--- config.mk ---
export PLATFORM = sky130hd
export DESIGN_NAME = mc_ctrl
export DESIGN_NICKNAME = d
export VERILOG_FILES = /design/src/rtl/mc_ctrl_pkg.sv /design/src/rtl/mc_ctrl_alu_dec.sv /design/src/rtl/mc_ctrl.sv
export SDC_FILE = /design/constraint.sdc
export NUM_CORES = 1
export LEC_CHECK = 0
export CAP_MARGIN = 20
export CORE_UTILIZATION = 38
export CTS_CLUSTER_DIAMETER = 100
export DETAILED_ROUTE_END_ITERATION = 12
export PLACE_DENSITY_LB_ADDON = 0.12
export SLEW_MARGIN = 10
export SYNTH_ARGS = -nofsm -noshare
export SYNTH_HDL_FRONTEND = slang
export SYNTH_SLANG_ARGS = --single-unit
--- constraint.sdc ---
create_clock -name clk -period 1.6 [get_ports clk]
set_input_delay 0.16 -clock clk [delete_from_list [all_inputs] [get_ports clk]]
set_output_delay 0.16 -clock clk [all_outputs]
set_load 0.1 [all_outputs]
--- src/rtl/mc_ctrl_pkg.sv ---
// Shared constants and types for the multi-cycle MIPS control unit.
package mc_ctrl_pkg;

   // Primary opcodes (instruction[31:26])
   localparam logic [5:0] OP_RTYPE = 6'h00;
   localparam logic [5:0] OP_LW    = 6'h23;
   localparam logic [5:0] OP_SW    = 6'h2B;
   localparam logic [5:0] OP_BEQ   = 6'h04;
   localparam logic [5:0] OP_J     = 6'h02;
   localparam logic [5:0] OP_ADDI  = 6'h08;

   // R-type function codes (instruction[5:0])
   localparam logic [5:0] FN_ADD = 6'h20;
   localparam logic [5:0] FN_SUB = 6'h22;
   localparam logic [5:0] FN_AND = 6'h24;
   localparam logic [5:0] FN_OR  = 6'h25;
   localparam logic [5:0] FN_SLT = 6'h2A;

   // ALU operation codes seen by the datapath ALU
   localparam logic [3:0] ALU_AND = 4'b0000;
   localparam logic [3:0] ALU_OR  = 4'b0001;
   localparam logic [3:0] ALU_ADD = 4'b0010;
   localparam logic [3:0] ALU_SUB = 4'b0110;
   localparam logic [3:0] ALU_SLT = 4'b0111;

   // ALUOp encodings from the FSM to the ALU decoder
   localparam logic [1:0] ALUOP_ADD   = 2'b00;
   localparam logic [1:0] ALUOP_SUB   = 2'b01;
   localparam logic [1:0] ALUOP_FUNCT = 2'b10;
   localparam logic [1:0] ALUOP_AND   = 2'b11;

   typedef enum logic [3:0] {
      S_IDLE   = 4'd0,
      S_FETCH  = 4'd1,
      S_DECODE = 4'd2,
      S_MEMADR = 4'd3,
      S_MEMRD  = 4'd4,
      S_MEMWB  = 4'd5,
      S_MEMWR  = 4'd6,
      S_EXEC   = 4'd7,
      S_ALUWB  = 4'd8,
      S_BRANCH = 4'd9,
      S_JUMP   = 4'd10,
      S_ADDIEX = 4'd11,
      S_ADDIWB = 4'd12
   } state_t;

endpackage

--- src/rtl/mc_ctrl_alu_dec.sv ---
// ALU decoder: maps ALUOp plus R-type funct to the ALU operation code.
// Purely combinational so a pipelined core can reuse it unchanged.
module alu_dec
   import mc_ctrl_pkg::*;
#(
   parameter int FUNCT_W = 6,
   parameter int ALUC_W  = 4
) (
   input  logic [1:0]         aluop,
   input  logic [FUNCT_W-1:0] funct,
   output logic [ALUC_W-1:0]  aluctrl
);

   logic [3:0] code_s;

   // The ALU codes are 4 bits wide; a narrower port cannot carry them.
   if (ALUC_W < 4) begin : g_aluc_w_check
      $error("alu_dec: ALUC_W must be at least 4");
   end

   // Select the 4-bit ALU code from ALUOp, consulting funct only for R-type.
   always_comb begin
      code_s = ALU_ADD;
      case (aluop)
         ALUOP_ADD: code_s = ALU_ADD;
         ALUOP_SUB: code_s = ALU_SUB;
         ALUOP_AND: code_s = ALU_AND;
         ALUOP_FUNCT: begin
            case (funct)
               FUNCT_W'(FN_ADD): code_s = ALU_ADD;
               FUNCT_W'(FN_SUB): code_s = ALU_SUB;
               FUNCT_W'(FN_AND): code_s = ALU_AND;
               FUNCT_W'(FN_OR):  code_s = ALU_OR;
               FUNCT_W'(FN_SLT): code_s = ALU_SLT;
               default:          code_s = ALU_ADD;
            endcase
         end
         default: code_s = ALU_ADD;
      endcase
   end

   assign aluctrl = ALUC_W'(code_s);

endmodule

--- src/rtl/mc_ctrl.sv ---
// Multi-cycle MIPS control unit. A Moore FSM sequences each instruction
// over 3-5 clocks; the datapath strobes decode from the state register,
// with only the memory-completion strobes gated by mem_ready.
module mc_ctrl
   import mc_ctrl_pkg::*;
#(
   parameter int OP_W          = 6,
   parameter int FUNCT_W       = 6,
   parameter int ALUC_W        = 4,
   parameter int MEM_HANDSHAKE = 1
) (
   input  logic               clk,
   input  logic               rst_n,
   input  logic [OP_W-1:0]    opcode,
   input  logic [FUNCT_W-1:0] funct,
   input  logic               mem_ready,
   output logic               PCWrite,
   output logic               PCWriteCond,
   output logic               IorD,
   output logic               MemRead,
   output logic               MemWrite,
   output logic               IRWrite,
   output logic               MemtoReg,
   output logic               RegDst,
   output logic               RegWrite,
   output logic               ALUSrcA,
   output logic [1:0]         ALUSrcB,
   output logic [1:0]         PCSrc,
   output logic [ALUC_W-1:0]  ALUCtrl,
   output logic               illegal_op,
   output logic               instr_done
);

   state_t     state_r;
   logic       is_sw_r;
   logic       rdy_s;
   logic       op_known_s;
   logic [1:0] aluop_s;

   // Without the handshake every memory access completes in one cycle.
   assign rdy_s = (MEM_HANDSHAKE != 0) ? mem_ready : 1'b1;

   // Classify the opcode so DECODE can flag anything it cannot sequence.
   always_comb begin
      op_known_s = 1'b0;
      case (opcode)
         OP_W'(OP_RTYPE): op_known_s = 1'b1;
         OP_W'(OP_LW):    op_known_s = 1'b1;
         OP_W'(OP_SW):    op_known_s = 1'b1;
         OP_W'(OP_BEQ):   op_known_s = 1'b1;
         OP_W'(OP_J):     op_known_s = 1'b1;
         OP_W'(OP_ADDI):  op_known_s = 1'b1;
         default:         op_known_s = 1'b0;
      endcase
   end

   // State sequencing; lw/sw is remembered in DECODE because the opcode
   // is only guaranteed stable there.
   always_ff @(posedge clk or negedge rst_n) begin
      if (!rst_n) begin
         state_r <= S_IDLE;
         is_sw_r <= 1'b0;
      end else begin
         case (state_r)
            S_IDLE:   state_r <= S_FETCH;
            S_FETCH:  state_r <= rdy_s ? S_DECODE : S_FETCH;
            S_DECODE: begin
               is_sw_r <= (opcode == OP_W'(OP_SW));
               case (opcode)
                  OP_W'(OP_RTYPE): state_r <= S_EXEC;
                  OP_W'(OP_LW):    state_r <= S_MEMADR;
                  OP_W'(OP_SW):    state_r <= S_MEMADR;
                  OP_W'(OP_BEQ):   state_r <= S_BRANCH;
                  OP_W'(OP_J):     state_r <= S_JUMP;
                  OP_W'(OP_ADDI):  state_r <= S_ADDIEX;
                  default:         state_r <= S_FETCH;
               endcase
            end
            S_MEMADR: state_r <= is_sw_r ? S_MEMWR : S_MEMRD;
            S_MEMRD:  state_r <= rdy_s ? S_MEMWB : S_MEMRD;
            S_MEMWR:  state_r <= rdy_s ? S_FETCH : S_MEMWR;
            S_EXEC:   state_r <= S_ALUWB;
            S_ADDIEX: state_r <= S_ADDIWB;
            S_MEMWB:  state_r <= S_FETCH;
            S_ALUWB:  state_r <= S_FETCH;
            S_BRANCH: state_r <= S_FETCH;
            S_JUMP:   state_r <= S_FETCH;
            S_ADDIWB: state_r <= S_FETCH;
            default:  state_r <= S_IDLE;
         endcase
      end
   end

   // Datapath strobes per state. States that do not use the ALU select
   // ALUOp 11 so ALUCtrl reads 0000 like every other idle strobe.
   always_comb begin
      PCWrite     = 1'b0;
      PCWriteCond = 1'b0;
      IorD        = 1'b0;
      MemRead     = 1'b0;
      MemWrite    = 1'b0;
      IRWrite     = 1'b0;
      MemtoReg    = 1'b0;
      RegDst      = 1'b0;
      RegWrite    = 1'b0;
      ALUSrcA     = 1'b0;
      ALUSrcB     = 2'b00;
      PCSrc       = 2'b00;
      illegal_op  = 1'b0;
      instr_done  = 1'b0;
      aluop_s     = ALUOP_AND;
      case (state_r)
         S_FETCH: begin
            MemRead = 1'b1;
            ALUSrcB = 2'b01;
            aluop_s = ALUOP_ADD;
            IRWrite = rdy_s;
            PCWrite = rdy_s;
         end
         S_DECODE: begin
            ALUSrcB    = 2'b11;
            aluop_s    = ALUOP_ADD;
            illegal_op = ~op_known_s;
         end
         S_MEMADR: begin
            ALUSrcA = 1'b1;
            ALUSrcB = 2'b10;
            aluop_s = ALUOP_ADD;
         end
         S_MEMRD: begin
            MemRead = 1'b1;
            IorD    = 1'b1;
         end
         S_MEMWB: begin
            RegWrite   = 1'b1;
            MemtoReg   = 1'b1;
            instr_done = 1'b1;
         end
         S_MEMWR: begin
            MemWrite   = 1'b1;
            IorD       = 1'b1;
            instr_done = rdy_s;
         end
         S_EXEC: begin
            ALUSrcA = 1'b1;
            aluop_s = ALUOP_FUNCT;
         end
         S_ALUWB: begin
            RegWrite   = 1'b1;
            RegDst     = 1'b1;
            instr_done = 1'b1;
         end
         S_BRANCH: begin
            ALUSrcA     = 1'b1;
            aluop_s     = ALUOP_SUB;
            PCWriteCond = 1'b1;
            PCSrc       = 2'b01;
            instr_done  = 1'b1;
         end
         S_JUMP: begin
            PCWrite    = 1'b1;
            PCSrc      = 2'b10;
            instr_done = 1'b1;
         end
         S_ADDIEX: begin
            ALUSrcA = 1'b1;
            ALUSrcB = 2'b10;
            aluop_s = ALUOP_ADD;
         end
         S_ADDIWB: begin
            RegWrite   = 1'b1;
            instr_done = 1'b1;
         end
         default: begin
            aluop_s = ALUOP_AND;
         end
      endcase
   end

   alu_dec #(
      .FUNCT_W (FUNCT_W),
      .ALUC_W  (ALUC_W)
   ) u_alu_dec (
      .aluop   (aluop_s),
      .funct   (funct),
      .aluctrl (ALUCtrl)
   );

endmodule

==> flow_metrics.tcl, run 1 <==
set metrics [dict create \
    outcome "aborted with a tool error" \
    failed_stage "clock tree synthesis" \
    firstError "[ERROR DPL-0038] Utilization greater than 100%, impossible to legalize" \
    post_cts_buffers 19 \
    clock_sinks 5 \
    yosys_register_bits 5 \
    cts_inserted_buffers 3 \
    io_buffers 33 \
    synth_cells 90 \
    synth_enable_flop_cells 0 \
    yosys_warnings 0 \
    ys_async_sr_fraction_pct 100 \
    synth_fp_nets 105 \
    root_buffer "clkbuf_4" \
    synthMuxAreaShare_pct 1.54 \
    seq_area_frac_synth_pct 19.3 \
    synth_top_family_by_area "simple AND/OR/NAND/NOR gates" \
    synth.lib_cells_used.distinct 38 \
    hpwl_um 2520 \
    holdBufCountCts 0 \
    cts-resized-gates 36 \
    initial_core_util_pct 42.0 \
    ys.flop_type "dfrtp_1" \
    die_y_um 43.3 \
    num_rows 14 \
    netlist_area_um2 648 \
    avgSynthCellArea_um2 7.20 \
    gp_congestion 0.873 \
    cts.htree.levels 1 \
    yosys.area_share.simple_pct 45.2 \
    ios 35 \
    synthAdderAreaFrac_pct 0 \
    yosys.area_share.xor_xnor_pct 2.70 \
    synth_compound_area_share_pct 22.4 \
    cts_buffer_depth 2 \
    die_w_um 43.3 \
]
## kinds of logic after synthesis
| logic type | after synthesis |
|---|---|
| AO/OA/AOI/OAI | 22 |
| other | 1 |
| XOR/XNOR | 2 |
| buffers and inverters | 9 |
| flip-flops | 5 |
| AND/OR/NAND/NOR | 50 |
| multiplexers | 1 |
## synth_stat cells, types with 2 or more instances
cell / instances / area, um2
buf_4: 2 / 15.0
nor2b_1: 4 / 25.0
nand2b_1: 6 / 37.5
nor3_1: 4 / 20.0
nor4b_1: 2 / 17.5
dfrtp_1: 5 / 125
a21oi_1: 2 / 10.0
nor4_1: 2 / 12.5
o21ai_0: 7 / 35.0
nand3_1: 2 / 10.0
or3_1: 2 / 12.5
buf_2: 4 / 20.0
and3_1: 2 / 12.5
nand2_1: 7 / 26.3
inv_1: 2 / 7.51
nor2_1: 10 / 37.5
o211ai_1: 4 / 30.0
nor3b_1: 3 / 22.5
## metrics by stage
stage               setup WS (ns)  instances  instance area (um2)  util (%)
detailed placement         -0.156        152                 1470      95.0
global placement           0.0109        152                 1470      95.0
floorplan                  -0.654         90                  842         -
==> inputs of run 2 (changes only) <==
CORE_AREA = 2 2 63 65   (was not set)
CORE_UTILIZATION = not set   (was 38)
CTS_CLUSTER_DIAMETER = not set   (was 100)
DIE_AREA = 0 0 65 67   (was not set)
PLACE_DENSITY_LB_ADDON = 0.15   (was 0.12)
==> run 2 against run 1 <==
The flow now finishes, with violations (negative setup slack); area after synthesis unchanged; synthesized cell count unchanged.
==> flow_metrics.tcl, run 2 <==
set metrics [dict create \
    overflow 0 \
    synth_top_area_share_pct 19.3 \
    viasPerCell 4.49 \
    drc_errors 0 \
    io_buffers 33 \
    seq_area_frac_synth_pct 19.3 \
    num_rows 22 \
    p_sw_share_pct 54.2 \
    topRoutingLayerUsed "met4" \
    finalPower_w 0.00377 \
    path_clk_slew_ns 0.04 \
    first_pass_iters 2 \
    crit_path_top_delay_cell "dfrtp_2" \
    final_hold_viol_count 0 \
    ant_nets 0 \
    drtIter0Drc 12 \
    crit_fanout 7 \
    fin_util_pct 49.7 \
    start_kind "flop" \
    vias 907 \
    top_regs "state_r: 4 flops, is_sw_r: 1 flops" \
    grt_max_degree 11 \
    route.met2.wl_um 1310 \
    irDropWorstVdd_v 0.000819 \
    switchingPower_w 0.00204 \
    antenna_found_initial 0 \
    period_share_pct 106 \
    crit_arrival_ns 1.53 \
    yosys_warnings 0 \
    met1Wirelength_um 985 \
    diodes 0 \
    crit_type "flop to primary output" \
    p_int_w 0.00173 \
    post-synth-top-count-cell "nor2_1" \
    critical_path.top_delay_family "compound AO/OA/AOI/OAI gates" \
    die_w_um 65 \
    cp_slowest_stage_delay_ns 0.46 \
    yosys-top-cells-area "dfrtp_1, nand2b_1, nor2_1, o21ai_0, o211ai_1" \
    clock.fmax_ghz 0.591 \
    synth_cells 90 \
    rsz0062_at_grt "true" \
    synth_top_area_cell "dfrtp_1" \
    die_y_um 67 \
    p_comb_share_pct 86.3 \
    nets 170 \
    final-setup-viol-count 7 \
    grt_pass1_wl_um 3820 \
    whs_ns 0.155 \
    min_path_type "primary input to asynchronous set/reset pin" \
    final_common_cell "buf_4" \
    top_register "state_r" \
    synth.lib_cells_used.distinct 38 \
    wl_per_cell_um 12.1 \
    cts.htree.levels 1 \
    root_buffer "clkbuf_8" \
    holdBufCountCts 0 \
    clock_power_share_pct 6.1 \
    largest_register_ffs 4 \
    fp.dieArea_um2 4360 \
    crit_chain "buf_4 > o211ai_1 > a32o_4 > buf_12" \
    initial_core_util_pct 18.0 \
    period_needed_ns 1.69 \
    skew_ns 0.00365 \
    yosys_register_bits 5 \
    outcome "finished, violations left" \
    required_ns 1.44 \
    path_buf_inv 2 \
    wirelength_um 2450 \
    drive_gt1_share_pct 63.0 \
    avgSynthCellArea_um2 7.20 \
    seq_power_share_pct 7.5 \
    synth_enable_flop_cells 0 \
    clock_sinks 5 \
    hpwl_um 1990 \
    violations "negative setup slack" \
    synth_common_cells "nor2_1, nand2_1, o21ai_0, nand2b_1, dfrtp_1" \
    leakagePower_nw 0.686 \
    grt_use_total_pct 11.2 \
    power_density_nw_per_um2 2110 \
    met3WireLength_um 144 \
    gp_congestion 0.712 \
    ys.flop_type "dfrtp_1" \
    netlist_area_um2 648 \
    grt_pass1_vias 927 \
    drv_cap 0 \
    cts_tree "built" \
    cts_inserted_buffers 3 \
    core_um2 3610 \
    layout_setup_ws_ns -0.0910 \
    clk_latency_ns 0.22 \
    ys_async_sr_fraction_pct 100 \
    cts_buffer_depth 2 \
    slew_violations 0 \
    ios 35 \
    final_cell_mix "buf_4, buf_12, clkdlybuf4s50_1" \
    syn2layout_area_growth_pct 176 \
    synth_fp_nets 105 \
    cp-end-kind "primary output" \
]
## run 2: power groups by stage
stage	clock, W	sequential [W]	combinational [W]
floorplan	0	0.000208	0.00196
global placement	0	0.000273	0.00291
detailed placement	0	0.000275	0.00293
CTS	0.000236	0.000279	0.00305
global route	0.000242	0.000300	0.00338
finish	0.000231	0.000285	0.00326
## run 2: logic make-up (layout without fill, tap and decap cells)
| family | count (synthesis) | in the layout | share of synthesized area, % |
|---|---|---|---|
| mux | 1 | 1 | 1.54 |
| flops | 5 | 5 | 19.3 |
| compound gates | 22 | 22 | 22.4 |
| other cells | 1 | 1 | 0.579 |
| buf+inv | 9 | 73 | 8.30 |
| xor+xnor | 2 | 2 | 2.70 |
| simple gates | 50 | 50 | 45.2 |
## run 2: final timing paths
check | startpoint | to | slack (ns) | depth (start not counted)
setup reg to reg | state_r[0]$_DFF_PN0_ | state_r[2]$_DFF_PN0_ | 0.04 | 4
hold / removal | rst_n | state_r[3]$_DFF_PN0_ | 0.15 | 1
setup / recovery | state_r[2]$_DFF_PN0_ | instr_done | -0.09 | 4
hold reg to reg | is_sw_r$_DFFE_PN0P_ | is_sw_r$_DFFE_PN0P_ | 0.51 | 2
max in group asynchronous | rst_n | state_r[0]$_DFF_PN0_ | 1.24 | 1
min in group clk | is_sw_r$_DFFE_PN0P_ | is_sw_r$_DFFE_PN0P_ | 0.51 | 2
## run 2: layout make-up
| class | count | area (um2) |
|---|---|---|
| Fill cell | 338 | 1820 |
| Timing Repair Buffer | 67 | 822 |
| Multi-Input combinational cell | 76 | 726 |
| Sequential cell | 5 | 130 |
| Tap cell | 48 | 60.1 |
| Clock buffer | 4 | 45.0 |
| Inverter | 2 | 7.51 |
## run 2: routing by layer
| metal | global-route usage, % | vias to the layer above |
|---|---|---|
| met4 | 3.19 | 0 |
| met2 | 22.3 | 31 |
| met5 | 0 | - |
| met1 | 12.2 | 417 |
| li1 | - | 457 |
| met3 | 1.69 | 2 |
## run 2: timing repair
action                     CTS  global route
buffers inserted             4             7
gates resized for setup     19            15
cloned                       0             0
pin swaps                    2             9
setup endpoints to repair   15            14
## run 2: stage by stage
stage	setup TNS (ns)	instances	setup WS, ns	instance area [um2]
2_1_floorplan	-2.24	90	-0.654	842
3_3_place_gp	-0.0106	187	-0.0106	1530
3_5_place_dp	-0.0131	187	-0.0131	1530
4_1_cts	-0.397	195	-0.101	1670
5_1_grt	-0.793	202	-0.136	1790
6_report	-0.359	202	-0.0910	1790
Note: power is estimated with default switching activity, not from simulation.
